[config.mk]
export PLATFORM = sky130hd
export DESIGN_NAME = parking_gate_arbiter
export DESIGN_NICKNAME = d
export VERILOG_FILES = /design/src/rtl/parking_gate_arbiter.sv
export SDC_FILE = /design/constraint.sdc
export NUM_CORES = 1
export LEC_CHECK = 0
export CAP_MARGIN = 10
export CORE_MARGIN = 2
export CORE_UTILIZATION = 35
export CTS_BUF_LIST = sky130_fd_sc_hd__clkbuf_8 sky130_fd_sc_hd__clkbuf_16
export CTS_CLUSTER_DIAMETER = 40
export DETAILED_ROUTE_END_ITERATION = 6
export PLACE_DENSITY = 0.56
export RECOVER_POWER = 50
export SLEW_MARGIN = 5
export SYNTH_ARGS = -nofsm -noshare
export SYNTH_HDL_FRONTEND = slang
export SYNTH_SLANG_ARGS = --single-unit
[constraint.sdc]
create_clock -name CLK -period 2.7 [get_ports CLK]
set_input_delay 0.405 -clock CLK [delete_from_list [all_inputs] [get_ports CLK]]
set_output_delay 0.405 -clock CLK [all_outputs]
set_load 0.1 [all_outputs]
[src/rtl/parking_gate_arbiter.sv]
// Parking gate arbiter: grants one car at a time through a shared door and tracks a 4-spot occupancy map.
// Optional open-door watchdog enabled by defining PARK_TIMEOUT_EN.
//
// state    | meaning
// ---------+-----------------------------------------------------------
// IDLE     | door shut, arbitrating between entry and exit requests
// IN_OPEN  | door open for an entering car, waiting for car_pass
// OUT_OPEN | door open for an exiting car, waiting for car_pass
// CLOSING  | door shut guard interval before the next grant
module parking_gate_arbiter #(
    parameter int unsigned TIMEOUT      = 16,
    parameter int unsigned CLOSE_CYCLES = 2
) (
    input  logic       CLK,
    input  logic       RST,
    input  logic       enter_req,
    input  logic       exit_req,
    input  logic [1:0] exit_spot,
    input  logic       car_pass,
    output logic       grant_enter,
    output logic       grant_exit,
    output logic       door_open,
    output logic [1:0] assigned_spot,
    output logic [3:0] F,
    output logic [2:0] capacity,
    output logic       full,
    output logic       timeout_err
);

    typedef enum logic [1:0] {
        IDLE     = 2'd0,
        IN_OPEN  = 2'd1,
        OUT_OPEN = 2'd2,
        CLOSING  = 2'd3
    } state_t;

    localparam logic [3:0] GUARD_LOAD = 4'(CLOSE_CYCLES - 1);

    if (CLOSE_CYCLES < 1 || CLOSE_CYCLES > 15 || TIMEOUT < 1) begin : g_bad_param
        $error("parking_gate_arbiter: CLOSE_CYCLES must be 1..15 and TIMEOUT at least 1");
    end

    state_t     state_q, state_d;
    logic [3:0] f_q, f_d;
    logic [1:0] assigned_spot_q, assigned_spot_d;
    logic [1:0] exit_spot_q, exit_spot_d;
    logic       last_entry_q, last_entry_d;
    logic [3:0] guard_q, guard_d;

    logic       idle;
    logic       open_state;
    logic       entry_valid;
    logic       exit_valid;
    logic       pick_entry;
    logic       pick_exit;
    logic       force_close;
    logic       close_now;
    logic [1:0] free_spot;
    logic       full_w;

    assign idle        = (state_q == IDLE);
    assign open_state  = (state_q == IN_OPEN) || (state_q == OUT_OPEN);
    assign full_w      = &f_q;
    assign entry_valid = idle && enter_req && !full_w;
    assign exit_valid  = idle && exit_req && f_q[exit_spot];
    // On a tie the side that was not served last wins.
    assign pick_entry  = entry_valid && (!exit_valid || !last_entry_q);
    assign pick_exit   = exit_valid && !pick_entry;
    assign close_now   = open_state && (car_pass || force_close);

    always_comb begin : free_spot_enc
        free_spot = 2'd0;
        for (int i = 3; i >= 0; i--) begin
            if (!f_q[i]) free_spot = 2'(i);
        end
    end

`ifdef PARK_TIMEOUT_EN
    localparam int unsigned    TW       = $clog2(TIMEOUT + 1);
    localparam logic [TW-1:0]  TMO_LOAD = TW'(TIMEOUT - 1);

    logic [TW-1:0] tmo_q, tmo_d;
    logic          timeout_err_q;

    assign force_close = open_state && !car_pass && (tmo_q == '0);

    always_comb begin
        tmo_d = tmo_q;
        if (pick_entry || pick_exit) begin
            tmo_d = TMO_LOAD;
        end else if (open_state && (tmo_q != '0)) begin
            tmo_d = tmo_q - 1'b1;
        end
    end

    always_ff @(posedge CLK) begin
        if (RST) begin
            tmo_q         <= '0;
            timeout_err_q <= 1'b0;
        end else begin
            tmo_q         <= tmo_d;
            timeout_err_q <= force_close;
        end
    end

    assign timeout_err = timeout_err_q;
`else
    assign force_close = 1'b0;
    assign timeout_err = 1'b0;
`endif

    // State register
    always_ff @(posedge CLK) begin
        if (RST) begin
            state_q <= IDLE;
        end else begin
            state_q <= state_d;
        end
    end

    // Next-state logic
    always_comb begin
        state_d = state_q;
        case (state_q)
            IDLE: begin
                if (pick_entry) begin
                    state_d = IN_OPEN;
                end else if (pick_exit) begin
                    state_d = OUT_OPEN;
                end
            end
            IN_OPEN, OUT_OPEN: begin
                if (close_now) state_d = CLOSING;
            end
            CLOSING: begin
                if (guard_q == 4'd0) state_d = IDLE;
            end
            default: state_d = IDLE;
        endcase
    end

    // Output logic
    always_comb begin
        grant_enter   = pick_entry;
        grant_exit    = pick_exit;
        door_open     = open_state;
        assigned_spot = assigned_spot_q;
        F             = f_q;
        full          = full_w;
        capacity      = 3'd4 - 3'($countones(f_q));
    end

    always_comb begin
        f_d             = f_q;
        assigned_spot_d = assigned_spot_q;
        exit_spot_d     = exit_spot_q;
        last_entry_d    = last_entry_q;
        guard_d         = guard_q;

        if (pick_entry) begin
            assigned_spot_d = free_spot;
            last_entry_d    = 1'b1;
        end
        if (pick_exit) begin
            exit_spot_d  = exit_spot;
            last_entry_d = 1'b0;
        end

        if ((state_q == IN_OPEN) && car_pass) begin
            f_d[assigned_spot_q] = 1'b1;
        end
        if ((state_q == OUT_OPEN) && car_pass) begin
            f_d[exit_spot_q] = 1'b0;
        end

        if (close_now) begin
            guard_d = GUARD_LOAD;
        end else if ((state_q == CLOSING) && (guard_q != 4'd0)) begin
            guard_d = guard_q - 4'd1;
        end
    end

    always_ff @(posedge CLK) begin
        if (RST) begin
            f_q             <= 4'b0000;
            assigned_spot_q <= 2'd0;
            exit_spot_q     <= 2'd0;
            last_entry_q    <= 1'b0;
            guard_q         <= 4'd0;
        end else begin
            f_q             <= f_d;
            assigned_spot_q <= assigned_spot_d;
            exit_spot_q     <= exit_spot_d;
            last_entry_q    <= last_entry_d;
            guard_q         <= guard_d;
        end
    end

endmodule

* After elaboration in Yosys (flattened, before gate mapping)
Cells that the tools add are included.
Cells by class: reductions and logical operators 27, mux-type cells 19, bitwise gates (word level) 3, add/subtract/negate cells 5, order comparisons 5, equality and inequality tests 6
Operators by type and width (count):
- 2-to-1 mux 2 bit | 8
- logical AND 1 bit | 12
- less-than comparator 2 x 3 -> 1 bit, second input constant | 3
- 2-to-1 mux 4 bit | 2
- case mux 2 bit (3 select lines) | 1
- OR reduction 2 bit | 3
- 2-to-1 mux 1 bit | 5
- adder 1 x 1 -> 2 bit | 2
- bitwise AND 4 bit | 1
- demux 1 bit (select 2 bit) | 2
- equality test 2 bit, second input constant | 2
- greater-or-equal comparator 2 x 1 -> 1 bit, second input constant | 2
- zero test 1 bit | 4
- zero test 4 bit | 1
- inequality test 2 bit, second input constant | 2
- inverter 4 bit | 1
- bitwise OR 4 bit | 1
- AND reduction 4 bit | 1
- nonzero test 4 bit | 1
- subtractor 4 x 1 -> 4 bit, second input constant | 1
- adder 2 x 2 -> 3 bit | 1
- inequality test 3 x 2 -> 1 bit, second input constant | 1
- AND reduction 3 bit | 1
- subtractor 3 bit, first input constant | 1
- 5 further kinds | 6
Storage, ports and cells: register bits 15, output and inout bits 14, input bits 7, word-level logic and storage cells 72

* Logic depth before layout (Yosys ltp)
depth in word-level cells 11, mapped depth 6

* Worst setup path before layout
Ideal clock, no wire load.
path kind reg2out, start point register f_q[2], in the netlist F[2], end point output grant_exit, path buffers 0, arrival 3.113 ns, path slack -0.818 ns, stages on the path, launching flop included 4, required time 2.295 ns, cell sequence dfxtp_1 -> and4_4 -> nor3_1 -> nor3b_2
On the way: elaborated cells on any way between the ends 11, those cells by class mux (2); reduce/logical (9)
RTL lines:
- start, declared | RTL line 44 | logic [3:0] f_q, f_d;
- start signal, assigned | RTL line 185 | f_q <= 4'b0000;
- start signal, assigned | RTL line 191 | f_q <= f_d;
- AND reduction 4 bit | RTL line 63 | assign full_w = &f_q;
- named net full | RTL line 26 | output logic full,
- zero test 1 bit | RTL line 64 | assign entry_valid = idle && enter_req && !full_w;
- logical AND 1 bit | RTL line 64
- logical AND 1 bit | RTL line 67 | assign pick_entry = entry_valid && (!exit_valid || !last_entry_q);
- zero test 1 bit | RTL line 68 | assign pick_exit = exit_valid && !pick_entry;
- logical AND 1 bit | RTL line 68
- end, declared | RTL line 21 | output logic grant_exit,
The timed path passes the listed nets, and every way through them passes these cells. The select of a mux whose other input is x is not followed.

* Worst setup path after layout
start point input exit_req, end point output grant_exit
On the way: longest elaborated chain between the ends 7
Ends and longest elaborated chain:
- start, declared | RTL line 17 | input logic exit_req,
- logical AND 1 bit * (2 in a row) | RTL line 65 | assign exit_valid = idle && exit_req && f_q[exit_spot];
- zero test 1 bit | RTL line 67
- logical OR 1 bit | RTL line 67
- logical AND 1 bit | RTL line 67
- zero test 1 bit | RTL line 68
- logical AND 1 bit * | RTL line 68
Mark *: on every way between the ends. The rest lies on a longest branch, timed or not.

==> metrics.cfg <==
[outcome]
outcome = finished clean

[clock_network]
cts_resized = 0
cts_root_buffer = clkbuf_8
cts_hold_buf = 0
clock_sinks = 15
clk_pin_slew_ps = 70
clock_latency_ps = 250
ctsHtreeMaxLevel = 1
cts_tree = built
cts_made_buffers = 3
post-cts-setup-buffer-count = 0
cts_buffer_depth = 2

[power]
leakagePower_nw = 0.440
peakVddDrop_mv = 1.25
p_per_area_mw_per_mm2 = 966

[worst_setup_path]
rrSetupSlack_ps = 730
critPathRequiredTime_ps = 2300
worstRegToRegCells = 6
critical_path.startpoint = exit_req
critPathKind = in2out
cp-endpoint = grant_exit
worst_r2r_startpoint = state_q[0]
crit_family = buffers and inverters
crit_buf_inv = 2
cp_slowest_cell = clkdlybuf4s50_1
arrival_ps = 1910
start_kind = input port
critPathCaptureType = output port
critical_path.max_fanout = 4
slowest_delay_ps = 510
path_cells = clkdlybuf4s50_1 -> or2b_1 -> o22a_1 -> nor3b_4 -> buf_12
rr_endpoint = state_q[1]
path_depth = 5

[grt]
grt_pass1_vias = 710
overflow = 0
grt_max_degree = 11
grt_pass1_wl_um = 3280
grt_usage_pct = 15.7
use_met3_pct = 3.83
globalRouteMet2Util_pct = 23.6
antenna_found_initial = 0
grt-busiest-layer = met2
grt_util_met1_pct = 21.6

[routing]
routed_wl_um = 2060
vias = 821
drc_errors = 0
first_pass_iters = 4
drt_iter0_drc = 8
routedWlPerCell_um = 13.0
via_per_inst = 5.20
ant_nets = 0

[finish]
n_antenna_cell = 0
fillers = 248
final_cell_mix = nand2_1, nor2_1, dfxtp_1
drive_above_1_share_pct = 14.1
syn_to_final_growth_pct = 30.5
nNetsFinal = 144
final_common_cell = nand2_1

[timing]
grt_setup_unrepaired = no
hold_violations = 0
slew_headroom_pct = 22.6
period_share_pct = 85.8
fin_skew_ps = 1.02
worstMarginPinSlew_ps = 1170
setup_viol = 0
finalMaxSlewViolations = 0
clock.fmax_mhz = 432
setup_tns_ps = 0
min_period_ps = 2320
hold_slack_ps = 514

[worst_hold_path]
hold_path_class = reg2reg
whs_path_depth = 2

[placement]
place_congestion = 0.842
dpl.hpwl_um = 1570
port_buffers = 19

[floorplanning]
initial_utilization_pct = 36.8
ioPinCount = 21
core_area_mm2 = 0.00245
dieArea_mm2 = 0.00300
die-width_um = 54.8
dieHeight_um = 54.8
rows = 18

[synth]
ys_seq_area_share_pct = 33.2
netlist_area_um2 = 903
synth-edff-count = 0
ys_async_sr_fraction_pct = 0
syn_nets = 122
yosysWarningCount = 0
ys_ff_latch = 15
synth_ff_type = dfxtp_1
synth_cell_types = 36
syn_inst = 107
avgSynthCellArea_um2 = 8.44

[job]
drv_cap = 0

## cell usage after synthesis (2+ instances only)
cell / number / area, um2
xnor2_1: 2 / 17.5
nor3_1: 2 / 10.0
a211oi_1: 5 / 37.5
ha_1: 7 / 87.6
o21ai_0: 3 / 15.0
nand4b_1: 2 / 17.5
mux2i_1: 4 / 40.0
inv_1: 10 / 37.5
nor2_1: 12 / 45.0
nand2_1: 13 / 48.8
or3_1: 2 / 12.5
dfxtp_1: 15 / 300
a21oi_1: 7 / 35.0
## sequential cells by signal, summed over array words and instances, names as in the netlist
name	cells
F	4
guard_q	4
assigned_spot	2
exit_spot_q	2
state_q	2
last_entry_q	1
## routing by layer
layer  vias up  part of all wire, %
met5         -                    0
met4         0                 0.49
met3         2                  5.2
met2        19                   42
met1       378                   52
li1        422                    -
## tightest hold or removal path, delay by kind of cell, from the launching register on
family | cells | cell delay [ps]
AND/OR/NAND/NOR | 1 | 100
AO/OA/AOI/OAI | 1 | 50
flip-flops | 1 | 320
## cells by family (layout without fill, tap and decap cells)
| family | after synthesis | after routing | share of synthesized area (%) |
|---|---|---|---|
| multiplexers | 4 | 4 | 4.43 |
| other | 1 | 1 | 0.415 |
| AND/OR/NAND/NOR | 39 | 39 | 21.6 |
| buffers and inverters | 12 | 33 | 5.40 |
| XOR/XNOR | 3 | 3 | 2.91 |
| adder cells (fa/ha/maj) | 8 | 8 | 11.9 |
| AO/OA/AOI/OAI | 25 | 25 | 20.1 |
| flip-flops | 15 | 15 | 33.2 |
## power by group
group	total [mW]	switching, mW	internal, mW
clock network	0.189	0.0867	0.102
registers	0.281	0.0310	0.249
logic	0.669	0.460	0.208
total	1.14	0.578	0.560
## how the worst min path moves through the flow
stage                         from             end  slack, ps
floorplan           exit_spot_q[1]  exit_spot_q[1]        470
global placement        guard_q[1]      guard_q[1]        500
detailed placement      guard_q[1]      guard_q[1]        510
CTS                     guard_q[1]      guard_q[1]        520
global route            guard_q[1]      guard_q[1]        550
finish                  guard_q[1]      guard_q[1]        510
## through the flow
| stage | instances | util [%] | instance area, um2 | power [mW] | setup slack, ps |
|---|---|---|---|---|---|
| final | 158 | 48.0 | 1180 | 1.14 | 384 |
| after floorplan | 107 | - | 925 | 0.805 | 2.91 |
| after global routing | 158 | 48.0 | 1180 | 1.20 | 279 |
| after global placement | 154 | 47.2 | 1160 | 0.950 | 422 |
| after CTS | 158 | 49.1 | 1200 | 1.14 | 393 |
| after detailed placement | 154 | 47.2 | 1160 | 0.957 | 402 |
## cell type report
type | count | area, um2 | area share (%)
Clock inverter | 1 | 5.00 | 0.425
Inverter | 10 | 37.5 | 3.18
Multi-Input combinational cell | 80 | 563 | 47.8
Sequential cell | 15 | 313 | 26.5
Clock buffer | 3 | 41.3 | 3.50
Tap cell | 30 | 37.5 | 3.18
Timing Repair Buffer | 19 | 181 | 15.4
No activity file was read; power rests on OpenSTA's default activity.
